$ cat config.mk
export PLATFORM = sky130hd
export DESIGN_NAME = dma_priority_resolver
export DESIGN_NICKNAME = d
export VERILOG_FILES = /design/src/rtl/dma_priority_resolver.sv
export SDC_FILE = /design/constraint.sdc
export NUM_CORES = 1
export LEC_CHECK = 0
export CORE_UTILIZATION = 40
export DETAILED_ROUTE_END_ITERATION = 10
export PLACE_DENSITY = 0.67
export SYNTH_ARGS = -nofsm -noshare
export SYNTH_HDL_FRONTEND = slang
export SYNTH_SLANG_ARGS = --single-unit
$ cat constraint.sdc
create_clock -name CLK -period 5.2 [get_ports CLK]
set_input_delay 0.52 -clock CLK [delete_from_list [all_inputs] [get_ports CLK]]
set_output_delay 0.52 -clock CLK [all_outputs]
set_load 0.01 [all_outputs]
$ cat src/rtl/dma_priority_resolver.sv
// Four-channel DMA request arbiter: qualifies DREQ pins, resolves fixed or rotating
// priority and sequences grant -> acknowledge -> release toward timing & control.
module dma_priority_resolver #(
  parameter int NCH      = 4,
  parameter int ROT_INIT = 3
) (
  input  logic           CLK,
  input  logic           RESET,
  input  logic [NCH-1:0] DREQ,
  input  logic           dreq_sense,
  input  logic           dack_sense,
  input  logic           rot_pri,
  input  logic           ctrl_disable,
  input  logic [NCH-1:0] mask,
  input  logic           hrq,
  input  logic           VALID_DACK,
  input  logic           eop,
  input  logic           timeout,
  output logic           VALID_DREQ0,
  output logic           VALID_DREQ1,
  output logic           VALID_DREQ2,
  output logic           VALID_DREQ3,
  output logic [NCH-1:0] DACK,
  output logic [1:0]     grant_ch,
  output logic           busy
);

  typedef enum logic [1:0] {S_IDLE, S_GRANT, S_SERVICE, S_RELEASE} state_t;

  state_t         r_state;
  logic [NCH-1:0] r_samp;
  logic [NCH-1:0] r_vld;
  logic [1:0]     r_grant_ch;
  logic [1:0]     r_low_ptr;
  logic           r_busy;

  logic [NCH-1:0] w_eff_req;
  logic [1:0]     w_base;
  logic [1:0]     w_cand;
  logic [1:0]     w_win;
  logic           w_found;
  logic [NCH-1:0] w_dack_act;

  function automatic logic [NCH-1:0] f_onehot(input logic [1:0] ch);
    logic [NCH-1:0] v;
    v     = '0;
    v[ch] = 1'b1;
    return v;
  endfunction

  assign w_eff_req = (r_samp ^ {NCH{dreq_sense}}) & ~mask;

  // Search starts at the highest-priority slot and wraps upward.
  assign w_base = rot_pri ? (r_low_ptr + 2'd1) : 2'd0;

  always_comb begin
    w_win   = '0;
    w_found = 1'b0;
    w_cand  = '0;
    for (int i = 0; i < NCH; i++) begin
      w_cand = w_base + 2'(i);
      if (!w_found && w_eff_req[w_cand]) begin
        w_win   = w_cand;
        w_found = 1'b1;
      end
    end
  end

  always_ff @(posedge CLK or negedge RESET) begin
    if (!RESET) begin
      r_state    <= S_IDLE;
      r_samp     <= '0;
      r_vld      <= '0;
      r_grant_ch <= '0;
      r_low_ptr  <= 2'(ROT_INIT);
      r_busy     <= 1'b0;
    end else begin
      r_samp <= DREQ;
      case (r_state)
        S_IDLE: begin
          if (w_found && !ctrl_disable) begin
            r_grant_ch <= w_win;
            r_vld      <= f_onehot(w_win);
            r_busy     <= 1'b1;
            r_state    <= S_GRANT;
          end
        end
        S_GRANT: begin
          if (VALID_DACK) begin
            r_state <= S_SERVICE;
          end else if (!w_eff_req[r_grant_ch] || timeout) begin
            r_vld   <= '0;
            r_busy  <= 1'b0;
            r_state <= S_IDLE;
          end
        end
        S_SERVICE: begin
          if (eop || !w_eff_req[r_grant_ch] || !VALID_DACK) begin
            r_vld   <= '0;
            r_busy  <= 1'b0;
            r_state <= S_RELEASE;
          end
        end
        S_RELEASE: begin
          if (rot_pri) r_low_ptr <= r_grant_ch;
          r_state <= S_IDLE;
        end
        default: r_state <= S_IDLE;
      endcase
    end
  end

  // DACK is decoded from state so it drops with an asynchronous reset.
  assign w_dack_act = (r_state == S_SERVICE) ? f_onehot(r_grant_ch) : '0;
  assign DACK       = dack_sense ? w_dack_act : ~w_dack_act;

  assign VALID_DREQ0 = r_vld[0];
  assign VALID_DREQ1 = r_vld[1];
  assign VALID_DREQ2 = r_vld[2];
  assign VALID_DREQ3 = r_vld[3];
  assign grant_ch    = r_grant_ch;
  assign busy        = r_busy;

  a_hrq_in_service: assert property (@(posedge CLK) disable iff (!RESET)
    (r_state == S_SERVICE) |-> hrq);

endmodule
==> out/metrics.yaml <==
logic_synthesis:
  synthArstFlopShare: 1.000
  ys_ff_latch: 15
  synth_xor_xnor_area_share: 0.05938
  synthFlopType: "dfrtp_1"
  synth_cells: 121
  yosys.cell_types.count: 55
  yosysSeqAreaShare: 0.3203
  synth-simple-area-share: 0.1909
  ys_warn_count: 0
  yosys.area.top_type: "dfrtp_1"
  synthesis.area_um2: 1180
  synth_top_cell_area_share: 0.2757
  synth_top_family_by_area: "compound AO/OA/AOI/OAI gates"
  synth_edf_count: 0
  yosys-top-cells-area: "dfrtp_1 28%, dfstp_2 4.5%, ha_1 4.2%, mux2_2 3.8%, xnor2_1 3.7%"
  muxShareOfSynthArea: 0.04666
  syn_nets: 143
  synth_compound_area_frac: 0.2853
  avgSynthCellArea_um2: 9.751
  synth-adder-area-share: 0.04242
clock_tree:
  cts_resized: 0
  cts_root_buffer: "clkbuf_4"
  clock_latency_ns: 0.28
  cts_tree: "yes"
  cts_hold_buf: 0
  cts.sinks: 15
  h-tree-depth: 1
  cts_buffers: 3
  clk_pin_slew_ns: 0.08
  postCtsSetupRepairBufs: 0
  cts_max_path_buffers: 2
critical_path:
  path_cells: "clkdlybuf4s50_1 > or4b_1 > o311ai_1 > o221ai_2 > mux2i_1 > or2_1 > mux2_2"
  slowest_delay_ns: 0.62
  cp.arrival_ns: 2.75
  endpoint_kind: "flop"
  crit_path_start_kind: "primary input"
  critical_path_peak_fanout: 10
  required_ns: 5.37
  slowest_stage: "clkdlybuf4s50_1"
  crit_type: "primary input to flop"
timing:
  max_slew_margin: 0.5719
  hold_viol_final: 0
  post-route-period-util: 0.4961
  finalSetupViolCount: 0
  tightest_slew_ns: 0.6401
  fin_setup_tns_ns: 0
  clock_skew_ns: 0.003727
  finalMaxSlewViolations: 0
  finalCriticalPeriod_ns: 2.580
  max_freq_mhz: 387.7
  whs_ns: 0.4993
  rsz0062_at_grt: "no"
global_route:
  met2_usage: 0.2823
  grtUsageMet1: 0.2577
  gr-total-overflow: 0
  top_usage_layer: "met2"
  grt_max_degree: 16
  grt_use_total: 0.1771
  grt_use_met3: 0.006912
  first_global_vias: 966
  grt_pass1_wl_mm: 4.422
  antenna_found_initial: 0
floorplan:
  fp.dieH_um: 56.31
  die-width_um: 56.31
  fp-row-count: 19
  pin_count: 29
  start_util: 0.4242
  core-area_um2: 2781
  die_area_um2: 3171
place:
  place.port_buffers: 27
  dp_hpwl_mm: 2.018
  place_inst: 176
  place.gp.congestion: 0.8534
detailed_routing:
  viasPerCell: 5.761
  drt_iter0_markers: 20
  ant_nets: 0
  firstDrtPassIters: 4
  avgRoutedWirePerCell_um: 14.02
  drc: 0
  wl_mm: 2.523
  vias: 1037
worst_hold_path:
  min_path_type: "flop to flop"
power:
  static-leakage-power_nw: 0.6040
  max-vdd-ir-drop_uv: 400.5
  power_density_nw_per_um2: 426.4
layout:
  drive_above_1_share: 0.1342
  syn_to_final_growth_pct: 26.09
  multi_input_comb_area_um2: 737.0
  antennaDiodeCount: 0
  instances_no_fill: 180
  fin_nets: 172
  regArea_um2: 377.9
  fillers: 260
job:
  max_cap_violations: 0
status:
  status: "complete, no violations"
[worst max-delay path, delay by kind of cell]
kind                   cells  cell delay (ns)
AND/OR/NAND/NOR            2             0.87
multiplexers               2             0.42
buffers and inverters      1             0.62
AO/OA/AOI/OAI              2             0.31
[registers in the layout (all words and copies together) (netlist names), named ones only]
signal and count:
busy 1, grant_ch 2, r_low_ptr 2, r_samp 4, r_state 1, r_vld 4
[cell usage after synthesis, types with 2 or more instances]
cell	number
xor2_1	3
dfrtp_1	13
nor3_1	3
nand2_1	7
a32o_1	4
ha_1	4
nor2b_1	3
inv_1	10
mux2_2	4
o21ai_0	6
nor2_1	7
dfstp_2	2
xnor2_1	5
buf_6	2
a221oi_2	2
and2b_1	2
a22oi_1	3
a21oi_1	4
[per-stage QoR]
step,setup WS [ns],power (mW),utilization,cell area [µm²]
finish,2.620,0.6344,0.5349,1488
global placement,2.345,0.5632,0.5254,1461
floorplan,3.019,0.4561,-,1180
detailed placement,2.326,0.5720,0.5254,1461
CTS,2.605,0.6402,0.5349,1488
global route,2.515,0.6851,0.5349,1488
[layout by cell type (no fill, tap or decap), drive strengths merged, types with 2 or more instances in the layout]
cell type      synthesis  final
a32o                   5      5
dfrtp                 13     13
nor2                   9      9
and2b                  2      2
o221ai                 2      2
nor3b                  2      2
nor2b                  3      3
nor3                   3      3
a21oi                  4      4
inv                   10     10
ha                     4      4
clkdlybuf4s50          0     27
a221o                  2      2
xor2                   3      3
a22oi                  3      3
o21ai                  7      7
dfstp                  2      2
a221oi                 3      3
xnor2                  5      5
nand2                  7      7
mux2                   4      4
clkbuf                 0      4
[routing by layer]
metal  vias up  routed length (µm)
met1       487                1187
li1        516                   -
met5         -                   0
met3         5                 102
met4         0                  36
met2        29                1197
[kinds of logic after synthesis]
| logic type | count (synthesis) |
|---|---|
| multiplexers | 5 |
| AO/OA/AOI/OAI | 38 |
| AND/OR/NAND/NOR | 38 |
| flip-flops | 15 |
| adder cells (fa/ha/maj) | 4 |
| XOR/XNOR | 8 |
| buffers and inverters | 13 |
[where the power goes]
group | switching [mW] | leakage [nW] | internal, mW | total (mW)
sequential | 0.0592 | 0.183 | 0.162 | 0.221
clock | 0.0331 | 0.0150 | 0.0298 | 0.0628
combinational | 0.167 | 0.406 | 0.183 | 0.350
[final cells by class]
cell class | count | area share
Inverter | 10 | 0.02523
Multi-Input combinational cell | 93 | 0.4954
Tap cell | 31 | 0.02607
Clock buffer | 4 | 0.01766
Sequential cell | 15 | 0.2540
Timing Repair Buffer | 27 | 0.1817
[final timing paths]
check / endpoint / cells after the start / slack (ns) / from
hold reg to reg: busy / 1 / 0.50 / busy
hold / removal: busy / 1 / 0.50 / busy
max in group asynchronous: r_samp[0] / 1 / 4.15 / RESET
min in group asynchronous: r_vld[3] / 1 / 0.63 / RESET
setup / recovery: grant_ch[0] / 7 / 2.62 / dreq_sense
setup reg to reg: r_vld[2] / 6 / 3.12 / grant_ch[1]
Note: power is estimated with default switching activity, not from simulation.
==> variant 1: new RTL, config.mk and constraints unchanged <==
Set the parameter `NCH` to 6 (it was 4).
--- a/src/rtl/dma_priority_resolver.sv
+++ b/src/rtl/dma_priority_resolver.sv
@@ -2,5 +2,5 @@
 // priority and sequences grant -> acknowledge -> release toward timing & control.
 module dma_priority_resolver #(
-  parameter int NCH      = 4,
+  parameter int NCH      = 6,
   parameter int ROT_INIT = 3
 ) (
Interface: changed (resized DACK, DREQ and mask); port bits go from 29 to 35. No check against the original RTL was run, so the function may have changed too.
==> variant 1 against the unedited design <==
  * Die area fell by 7.5%
  * Critical path type is now register to output pin
  * Sequential cell count did not move
  * Worst setup slack got worse by 0.020 ns
  * Wire length fell by 6.7%
  * Synthesized cell count fell by 1.7%
  * Area after synthesis fell by 7.7%
  * Cell area fell by 4.1%
  * Non-clock buffer count rose by 2
  * Via count fell by 6.9%
  * Combinational power fell by 16%
  * Sequential power fell by 6%
  * Worst hold slack got worse by 0.014 ns
  * Power fell by 9.5%
  * Global-route usage rose by 1.2 points
  * Critical endpoint is now DACK[0]
==> variant 1: results (changes against the unedited design) <==
| Metric | Value |
|---|---|
| Status | completed |
| Via/cell ratio | 5.42 (-5.9%) |
| Top cells by area, synth | dfrtp_1 30%, mux2_2 5.2%, dfstp_2 4.8% |
| Iteration-0 DRC count of the detailed router | 26 (+30%) |
| Ys flop type | dfrtp_1 |
| Synth Instances | 119 (-1.7%) |
| Crit-path max cell delay | 0.55 ns (-0.07 ns) |
| Clock Pin Slew Worst Setup and Hold Paths | 0.10 ns (+0.02 ns) |
| H-tree levels | 1 (unchanged) |
| Dpl cells | 174 (-1.1%) |
| Number of global-route vias before repair | 916 (-5.2%) |
| Cell family with most CP delay | buffers and inverters |
| Reg-to-Reg Start | grant_ch[0] |
| Dpl hpwl | 1820 um (-10%) |
| Share of post-route cells with drive strength above 1 | 9.46% (-4.0 points) |
| Gr usage total | 18.9% (+1.2 points) |
| Hold path start | r_vld[2] |
| Number of cells upsized or downsized after cts | 0 (unchanged) |
| Setup crit start | r_state[0] |
| Synth top cells by count | 14 x nand2_1, 13 x dfrtp_1, 10 x nor2_1 |
| Initial antenna violation count | 0 (unchanged) |
| Seq/Total Area, Yosys | 34.7% (+2.7 points) |
| Synth cell types | 39 (-29%) |
| Pre-CTS WS | 2.35 ns (+0.0224 ns) |
| VDD IR max | 233 uV (-42%) |
| CP max FO | 7 (-3) |
| Worst skew pair latency | 0.30 ns (+0.02 ns) |
| Setup Skew | 0.00738 ns (+0.00366 ns) |
| Synth warn | 0 (unchanged) |
| First-pass GRT wire length | 3910 um (-12%) |
| Routed Wire Length | 2350 um (-6.7%) |
| Largest net degree at the start of global routing | 16 (unchanged) |
| Port Buffers | 29 (+7.4%) |
| Critical path data arrival time | 2.08 ns (-0.67 ns) |
| Gpl congestion | 0.853 (about the same) |
| Slowest-stage cell, CP | clkdlybuf4s50_1 |
| Mapped Nets | 145 (+1.4%) |
| Diode count | 0 (unchanged) |
| Pleak | 0.000582 uW (-3.7%) |
| Worst slew pin tran | 0.696 ns (+0.0562 ns) |
| WL per Instance | 13.2 um (-5.7%) |
| Longest Clk Path Bufs | 2 (unchanged) |
| Num CTS Buffers | 3 (unchanged) |
variant 1: cell types whose count changed after synthesis, sizes merged, moves of 4 or more:
cell	delta
inv	-6
nand2b	+4
a32o	-4
nand2	+7
variant 1: kinds of logic (layout without fill, tap and decap cells):
| group | count (synthesis) | count (layout) | synth area share, % |
|---|---|---|---|
| DFF | 15 | 15 | 34.7 |
| buffers and inverters | 9 | 38 | 3.56 |
| muxes | 8 | 8 | 10.2 |
| adders and majority gates | 4 | 4 | 4.60 |
| and+or+nand+nor | 47 | 47 | 22.5 |
| AOI/OAI and AO/OA | 29 | 29 | 18.7 |
| xor gates and xnor gates | 7 | 7 | 5.63 |
variant 1: final timing paths:
kind,end,slack [ns],cells after the start
worst max-delay path,DACK[0],2.60,5
worst min-delay path,r_vld[2],0.49,2
worst max register to register,r_vld[3],2.97,5
worst min register to register,r_vld[2],0.49,2
max in group asynchronous,r_state[0],4.12,1
min in group asynchronous,r_samp[0],0.63,1
variant 1: through the flow:
step | utilization, % | instance area [um^2]
after floorplan | - | 1090
after global placement | 55.4 | 1400
after detailed placement | 55.4 | 1400
after CTS | 56.5 | 1430
after global routing | 56.5 | 1430
final | 56.5 | 1430
variant 1: cell type report:
| class | instances | area (um^2) |
|---|---|---|
| inverters | 5 | 18.8 |
| clock inverters | 1 | 7.51 |
| multi-input cells | 95 | 672 |
| well taps | 30 | 37.5 |
| fillers | 247 | 1100 |
| clock buffers | 3 | 22.5 |
| repair buffers | 29 | 290 |
| flip-flops and latches | 15 | 378 |
variant 1: worst min-delay path: stages (launching register included):
cell and delay, ns:
dfrtp_1 0.35, nand2_1 0.05, o41ai_1 0.06
variant 1: power by group:
part	switching, uW	total (uW)	internal [uW]
registers	47.3	208	160
clock network	43.2	72.5	29.3
logic	136	294	158
variant 1: metal layers:
metal	part of all wire, %	global-route usage (%)	vias up	wire length (um)
met5	0	0	-	0
met4	0.72	5.56	0	17
met3	6.4	6.21	2	150
met2	47	30.5	32	1110
met1	46	23.9	443	1070
li1	-	-	488	-
==> variant 2: new RTL, config.mk and constraints unchanged <==
Without the edit above. The 4 states of `state_t` get a Gray code encoding in 2 bits.
--- a/src/rtl/dma_priority_resolver.sv
+++ b/src/rtl/dma_priority_resolver.sv
@@ -26,5 +26,5 @@
 );
 
-  typedef enum logic [1:0] {S_IDLE, S_GRANT, S_SERVICE, S_RELEASE} state_t;
+  typedef enum logic [1:0] {S_IDLE = 2'b00, S_GRANT = 2'b01, S_SERVICE = 2'b11, S_RELEASE = 2'b10} state_t;
 
   state_t         r_state;
Formal check against the unedited RTL: no difference found for any inputs over 10 cycles, from zero or initial values and one cycle with RESET low; not proved beyond that.
==> variant 2 against the unedited design <==
  * Global-route usage increased by 0.35 points
  * Wire length increased by 2.5%
  * Cell area increased by 0.17%
  * Worst setup slack got worse by 0.017 ns
  * Area after synthesis increased by 0.32%
  * Sequential cell count unchanged
  * Critical path depth unchanged
  * Power about the same
==> variant 2: results (changes against the unedited design) <==
| Metric | Value |
|---|---|
| Status | completed |
| CP max FO | 7 (-3) |
| Synth Area in Adders | 5.29% (+1.0 points) |
| Pleak | 0.000586 uW (-3.0%) |
| Nets | 176 (+2.3%) |
| Routed Wire Length | 2590 um (+2.5%) |
| Dpl cells | 179 (+1.7%) |
| Reg2reg setup slack | 2.97 ns (-0.15 ns) |
| Critical path data arrival time | 2.78 ns (+0.03 ns) |
| Crit-path max cell delay | 0.52 ns (-0.10 ns) |
| Gpl congestion | 0.866 (+1.5%) |
| Seq/Total Area, Yosys | 31.9% (-0.10 points) |
| Worst Setup EP | r_state[0] |
| Worst hold stages | 2 (+1) |
| Setup Skew | 0.00309 ns (-0.000640 ns) |
| Top cells by area, synth | dfrtp_1 27%, ha_1 5.3%, mux2_2 4.8% |
| Hold path start | r_vld[0] |
| Via/cell ratio | 5.66 (-1.8%) |
| Setup crit start | mask[1] |
| Area Growth Syn to Fin | 25.9% |
| Fraction of area in multi-input gates | 50.6% (+1.1 points) |
| Signal buf overhead | 18.1% (-0.030 points) |
| VDD IR max | 291 uV (-27%) |
| Cell area after synthesis | 1180 um^2 (+0.32%) |
| Synth top cells by count | 13 x dfrtp_1, 13 x nand2_1, 7 x nor2_1 |
| DP Area | 1460 um^2 (+0.17%) |
| Iteration-0 DRC count of the detailed router | 22 (+10%) |
| Pre-CTS WS | 2.30 ns (-0.0285 ns) |
| Reg-to-Reg Start | r_samp[1] |
| Max_slew headroom | 56.7% (-0.52 points) |
| Via Count | 1035 (-0.19%) |
| Share of post-route cells with drive strength above 1 | 11.2% (-2.2 points) |
## variant 2: cell types whose count changed after synthesis, sizes merged, moves of 3 or more
cell    change
a21oi       -3
a221oi      -3
a32o        -5
clkbuf      +3
inv         -4
nand2       +6
nand2b      +3
## variant 2: cell families after synthesis
kind of cell               count (synthesis)
and+or+nand+nor                           45
AOI/OAI and AO/OA                         33
DFF                                       15
buffers and inverters                     11
xor gates and xnor gates                  10
muxes                                      7
adders and majority gates                  5
## variant 2: power by group
part	internal, uW	switching, uW	total (uW)
registers	158	52.1	210
clock network	29.8	36.1	65.8
logic	183	175	358
total	370	263	634
## variant 2: layer usage
layer | global-route usage (%) | routed length (um) | share of wire (%) | vias up
li1 | - | - | - | 518
met1 | 24.8 | 1250 | 48 | 496
met2 | 29.9 | 1270 | 49 | 19
met3 | 1.38 | 52 | 2.0 | 2
met4 | 6.27 | 13 | 0.50 | 0
met5 | 0 | 0 | 0 | -
